--- src/rtl/uart_pkg.sv ---
// Shared types and helpers for the UART blocks.
package uart_pkg;

    typedef enum logic [2:0] {
        IDLE   = 3'd0,
        START  = 3'd1,
        DATA   = 3'd2,
        PARITY = 3'd3,
        STOP   = 3'd4
    } uart_tx_state_t;

    // Bit period in system clock cycles (integer divide).
    function automatic int calc_div(input int clk_hz, input int baud);
        return clk_hz / baud;
    endfunction

endpackage

--- src/rtl/sync_fifo.sv ---
// Single-clock FIFO with occupancy count; full/empty come from the count, not the pointers.
module sync_fifo #(
    parameter int DATA_W = 8,
    parameter int DEPTH  = 16
) (
    input  logic                     clk,
    input  logic                     rstd,
    input  logic                     push,
    input  logic [DATA_W-1:0]        push_data,
    input  logic                     pop,
    output logic [DATA_W-1:0]        pop_data,
    output logic                     full,
    output logic                     empty,
    output logic [$clog2(DEPTH):0]   count
);

    localparam int PTR_W = $clog2(DEPTH);
    localparam int CNT_W = PTR_W + 1;

    logic [DATA_W-1:0] mem [DEPTH];
    logic [PTR_W-1:0]  wr_ptr;
    logic [PTR_W-1:0]  rd_ptr;
    logic              do_push;
    logic              do_pop;

    // A push into a full FIFO is refused even if a pop happens in the same cycle.
    assign do_push  = push && !full;
    assign do_pop   = pop && !empty;
    assign full     = (count == CNT_W'(DEPTH));
    assign empty    = (count == '0);
    assign pop_data = mem[rd_ptr];

    always_ff @(posedge clk) begin
        if (do_push) begin
            mem[wr_ptr] <= push_data;
        end
    end

    always_ff @(posedge clk or negedge rstd) begin
        if (!rstd) begin
            wr_ptr <= '0;
            rd_ptr <= '0;
            count  <= '0;
        end else begin
            if (do_push) begin
                wr_ptr <= wr_ptr + 1'b1;
            end
            if (do_pop) begin
                rd_ptr <= rd_ptr + 1'b1;
            end
            case ({do_push, do_pop})
                2'b10:   count <= count + 1'b1;
                2'b01:   count <= count - 1'b1;
                default: count <= count;
            endcase
        end
    end

endmodule

--- src/rtl/uart_tx_buffered.sv ---
// Buffered UART transmitter: FIFO in front of a start/data/[parity]/stop serialiser.
// Optional even parity bit is enabled by defining UART_TX_PARITY_EN.
module uart_tx_buffered
    import uart_pkg::*;
#(
    parameter int CLK_HZ    = 100_000_000,
    parameter int BAUD      = 115_200,
    parameter int DEPTH     = 16,
    parameter int DATA_W    = 8,
    parameter int STOP_BITS = 1
) (
    input  logic                     clk,
    input  logic                     rstd,
    input  logic                     wr_i,
    input  logic [DATA_W-1:0]        wr_data_i,
    input  logic                     ovf_clr_i,
    output logic                     uart_tx,
    output logic                     full_o,
    output logic                     empty_o,
    output logic [$clog2(DEPTH):0]   count_o,
    output logic                     busy_o,
    output logic                     ovf_o,
    output uart_tx_state_t           state_o
);

    localparam int DIV   = calc_div(CLK_HZ, BAUD);
    localparam int CNT_W = $clog2(DIV);
    localparam int BIT_W = $clog2(DATA_W + 1);

    uart_tx_state_t    state;
    uart_tx_state_t    state_nxt;
    logic [CNT_W-1:0]  baud_cnt;
    logic [BIT_W-1:0]  bit_cnt;
    logic [DATA_W-1:0] shift_q;
    logic [DATA_W-1:0] pop_data;
    logic              pop;
    logic              baud_tick;
    logic              last_data;
    logic              last_stop;
`ifdef UART_TX_PARITY_EN
    logic              parity_q;
`endif

    // wr_i is a one-cycle strobe with no back-pressure: it is accepted at the edge
    // iff full_o was low during that cycle, otherwise dropped and ovf_o is set.
    sync_fifo #(
        .DATA_W (DATA_W),
        .DEPTH  (DEPTH)
    ) u_fifo (
        .clk       (clk),
        .rstd      (rstd),
        .push      (wr_i),
        .push_data (wr_data_i),
        .pop       (pop),
        .pop_data  (pop_data),
        .full      (full_o),
        .empty     (empty_o),
        .count     (count_o)
    );

    assign baud_tick = (baud_cnt == CNT_W'(DIV - 1));
    assign last_data = (bit_cnt == BIT_W'(DATA_W - 1));
    assign last_stop = (bit_cnt == BIT_W'(STOP_BITS - 1));
    assign busy_o    = (state != IDLE);
    assign state_o   = state;

    always_ff @(posedge clk or negedge rstd) begin
        if (!rstd) begin
            state <= IDLE;
        end else begin
            state <= state_nxt;
        end
    end

    always_comb begin
        state_nxt = state;
        pop       = 1'b0;
        uart_tx   = 1'b1;
        case (state)
            IDLE: begin
                if (!empty_o) begin
                    pop       = 1'b1;
                    state_nxt = START;
                end
            end
            START: begin
                uart_tx = 1'b0;
                if (baud_tick) state_nxt = DATA;
            end
            DATA: begin
                uart_tx = shift_q[0];
                if (baud_tick && last_data) begin
`ifdef UART_TX_PARITY_EN
                    state_nxt = PARITY;
`else
                    state_nxt = STOP;
`endif
                end
            end
`ifdef UART_TX_PARITY_EN
            PARITY: begin
                uart_tx = parity_q;
                if (baud_tick) state_nxt = STOP;
            end
`endif
            STOP: begin
                uart_tx = 1'b1;
                if (baud_tick && last_stop) state_nxt = IDLE;
            end
            default: begin
                state_nxt = IDLE;
            end
        endcase
    end

    // IDLE holds both counters at zero so START always begins a fresh bit period.
    always_ff @(posedge clk or negedge rstd) begin
        if (!rstd) begin
            baud_cnt <= '0;
            bit_cnt  <= '0;
            shift_q  <= '0;
        end else if (state == IDLE) begin
            baud_cnt <= '0;
            bit_cnt  <= '0;
            if (pop) begin
                shift_q <= pop_data;
            end
        end else if (baud_tick) begin
            baud_cnt <= '0;
            if (state == DATA) begin
                shift_q <= shift_q >> 1;
                bit_cnt <= last_data ? '0 : bit_cnt + 1'b1;
            end else if (state == STOP) begin
                bit_cnt <= bit_cnt + 1'b1;
            end else begin
                bit_cnt <= '0;
            end
        end else begin
            baud_cnt <= baud_cnt + 1'b1;
        end
    end

`ifdef UART_TX_PARITY_EN
    always_ff @(posedge clk or negedge rstd) begin
        if (!rstd) begin
            parity_q <= 1'b0;
        end else if (pop) begin
            parity_q <= ^pop_data;
        end
    end
`endif

    // A dropped push outranks a simultaneous clear.
    always_ff @(posedge clk or negedge rstd) begin
        if (!rstd) begin
            ovf_o <= 1'b0;
        end else if (wr_i && full_o) begin
            ovf_o <= 1'b1;
        end else if (ovf_clr_i) begin
            ovf_o <= 1'b0;
        end
    end

endmodule
--- config.mk ---
export PLATFORM = sky130hd
export DESIGN_NAME = uart_tx_buffered
export DESIGN_NICKNAME = d
export VERILOG_FILES = /design/src/rtl/uart_pkg.sv /design/src/rtl/sync_fifo.sv /design/src/rtl/uart_tx_buffered.sv
export SDC_FILE = /design/constraint.sdc
export NUM_CORES = 1
export LEC_CHECK = 0
export ABC_AREA = 1
export ABC_CLOCK_PERIOD_IN_PS = 2009
export BUFFER_PORTS_ARGS = -buffer_cell sky130_fd_sc_hd__buf_2
export CAP_MARGIN = 10
export CELL_PAD_IN_SITES_DETAIL_PLACEMENT = 1
export CELL_PAD_IN_SITES_GLOBAL_PLACEMENT = 2
export CORE_MARGIN = 2
export CORE_UTILIZATION = 38
export CTS_BUF_LIST = sky130_fd_sc_hd__clkbuf_8
export CTS_CLUSTER_DIAMETER = 30
export DETAILED_ROUTE_END_ITERATION = 16
export PLACE_DENSITY = 0.76
export SETUP_SLACK_MARGIN = 0.05
export SLEW_MARGIN = 20
export SYNTH_ARGS = -nofsm -noshare
export SYNTH_HDL_FRONTEND = slang
export SYNTH_SLANG_ARGS = --single-unit
--- constraint.sdc ---
create_clock -name clk -period 2.01 [get_ports clk]
set_input_delay 0.201 -clock clk [delete_from_list [all_inputs] [get_ports clk]]
set_output_delay 0.201 -clock clk [all_outputs]
set_load 0.01 [all_outputs]
==> results.cfg <==
[detailed_routing]
vias = 5246
dr_wl_met3_um = 883
antenna_left = 0
wirelength_mm = 19.0
wl_met1_mm = 8.42
vias_per_cell = 4.76
first_pass_iters = 4
wl_per_cell_um = 17.2
drc = 0
routed-wl-met2_mm = 9.41
drtIter0Drc = 252
top_layer = met4

[grt]
antenna_found_initial = 0
grt_pass1_wl_mm = 30.1
grt_max_degree = 41
grt_use_total_pct = 19.5
overflow = 0
first_global_vias = 5517

[clocking]
root_buffer = clkbuf_8
cts_made_buffers = 17
clk_pin_slew_ns = 0.09
clock_latency_ns = 0.45
cts.sinks = 167
clockBufferDepth = 2
h-tree-depth = 4
cts_tree = yes

[critical_path]
crit_path_end_kind = flip-flop
rrSetupSlack_ns = -0.02
start_kind = flip-flop
required_ns = 2.40
crit_type = flip-flop to flip-flop
arrival_ns = 2.42
crit_fanout = 4

[layout]
instances_no_fill = 1101
syn_to_final_growth_pct = 15.8
antenna_cells = 0
nets = 847
final_area_mm2 = 0.00866
fillers = 2239
final_util_pct = 44.6
drive_above_1_share_pct = 15.1

[timing]
hold_viol = 0
rsz0062_at_grt = true
finalSetupTns_ns = -0.0193
max_freq_mhz = 493
slew_headroom_pct = 62.5
clock_skew_ns = 0.0127
finalMaxSlewViolations = 0
holdWs_ns = 0.171
worst_slack_ns = -0.0193
setup_viol = 1
fin_crit_sh_pct = 101
fin_crit_ns = 2.03
worst_pin_slew_ns = 0.562

[placed_design]
post-place-ws_ns = -0.0857
placed_cell_area_mm2 = 0.00813
dpl.cell_count = 1060
numPortBuffers = 24
post-dp-hpwl_mm = 13.0
gp_congestion = 0.830

[yosys]
ys_top_cells_by_count = nand2_1 (251), edfxtp_1 (128), nand3_1 (106)
synthTopCellsByArea = edfxtp_1 (51%), dfrtp_1 (13%), nand2_1 (13%)
syn-cell-area_mm2 = 0.00748
synth_warnings = 0
synthFlopType = edfxtp_1
synth-seq-cells = 167
ys_seq_area_share_pct = 64.4
yosysTopAreaCellShare_pct = 51.4
async_flop_share_pct = 23.4
post-synth-top-count-cell = nand2_1
synth_top_area_cell = edfxtp_1
synth.distinct_cells = 30
syn_avg_cell_area_um2 = 9.84
syn_nets = 784
synthCells = 760
synth_edf_count = 128

[power_and_ir_drop]
ir_worst_vdd_uv = 495
p_leak_nw = 3.71
p_total_mw = 7.82
power_density_mw_per_mm2 = 903

[hold_path]
hp-class = input port to flip-flop

[floorplanning]
num_rows = 51
dieArea_mm2 = 0.0208
start_util_pct = 38.6
core_area_mm2 = 0.0194
io_pins = 25
die_w_um = 144
die_h_um = 144

[outcome]
violations = setup timing
status = finished with violations

[run]
cap_violations = 0
critical path: stages (launching register included):
cell and delay (ns):
dfrtp_2 0.44, nor3_4 0.27, nand2_4 0.10, inv_6 0.06, ha_4 0.19, xor2_2 0.18, ha_2 0.20, inv_2 0.04
nand2_2 0.07, nand3_2 0.07, nand2_1 0.10, xor2_1 0.14, nand2_1 0.06, nand2_1 0.06
timing repair:
item,CTS,global route
setup endpoints to repair,4,108
pin swaps,9,3
setup buffers,6,0
hold buffers,3,0
resized for setup,12,6
hold endpoints to repair,23,0
routing by layer:
layer,up-vias,global-route usage (%)
met2,100,32.7
met5,-,0
met3,17,3.58
met1,2542,26.2
li1,2587,-
met4,0,5.47
where the power goes:
group          total, mW  switching, mW  internal (mW)
clock               2.37           1.26           1.11
combinational       1.25          0.784          0.464
sequential          4.20          0.131           4.07
registers in the layout (all words and copies together), names as in the netlist:
register,cells
shift_q,8
u_fifo.count,5
ovf_o,1
u_fifo.mem,128
baud_cnt,10
u_fifo.wr_ptr,4
bit_cnt,4
state_o,3
u_fifo.rd_ptr,4
cells in the final DEF, fill, tap and decap left out, drive strengths merged:
cell         Yosys  routed
buf             19      69
clkbuf           9      17
nand3          106     106
nor3             4       4
a21boi           1       1
nor3b            1       1
nand2          252     252
o21bai           1       1
ha              12      12
dfrtp           39      39
o21ai           17      17
nor2            49      49
xnor2            2       2
bufinv           0       2
nand4            4       4
edfxtp         128     128
dlygate4sd3      0       3
xor2            11      11
clkinvlp         0       1
a211oi           1       1
a21oi            8       8
inv             94      98
clkinv           2      10
cells by family after synthesis:
family          count (synthesis)  share of synthesized area (%)
simple gates                  416                           23.2
flops                         167                           64.4
buf+inv                       124                           6.63
compound gates                 28                           2.18
xor+xnor                       13                           1.52
fa+ha+maj                      12                           2.01
cell type report:
type | count | area (um2) | share of cell area, %
clock buffer | 17 | 234 | 2.70
inverter | 96 | 372 | 4.29
tap | 265 | 332 | 3.83
multi-input combinational | 469 | 2230 | 25.8
sequential | 167 | 4820 | 55.7
timing repair buffer | 72 | 519 | 6.00
clock inverter | 15 | 146 | 1.69
final timing paths:
check	start	depth (start not counted)	end
max in group asynchronous	rstd	3	baud_cnt[3]
min	wr_data_i[7]	1	u_fifo.mem[13][7]
min reg2reg	baud_cnt[0]	1	baud_cnt[0]
min in group asynchronous	rstd	2	shift_q[4]
max reg2reg	state_o[1]	13	u_fifo.count[4]
max	state_o[1]	13	u_fifo.count[4]
No activity file was read; power rests on OpenSTA's default activity.
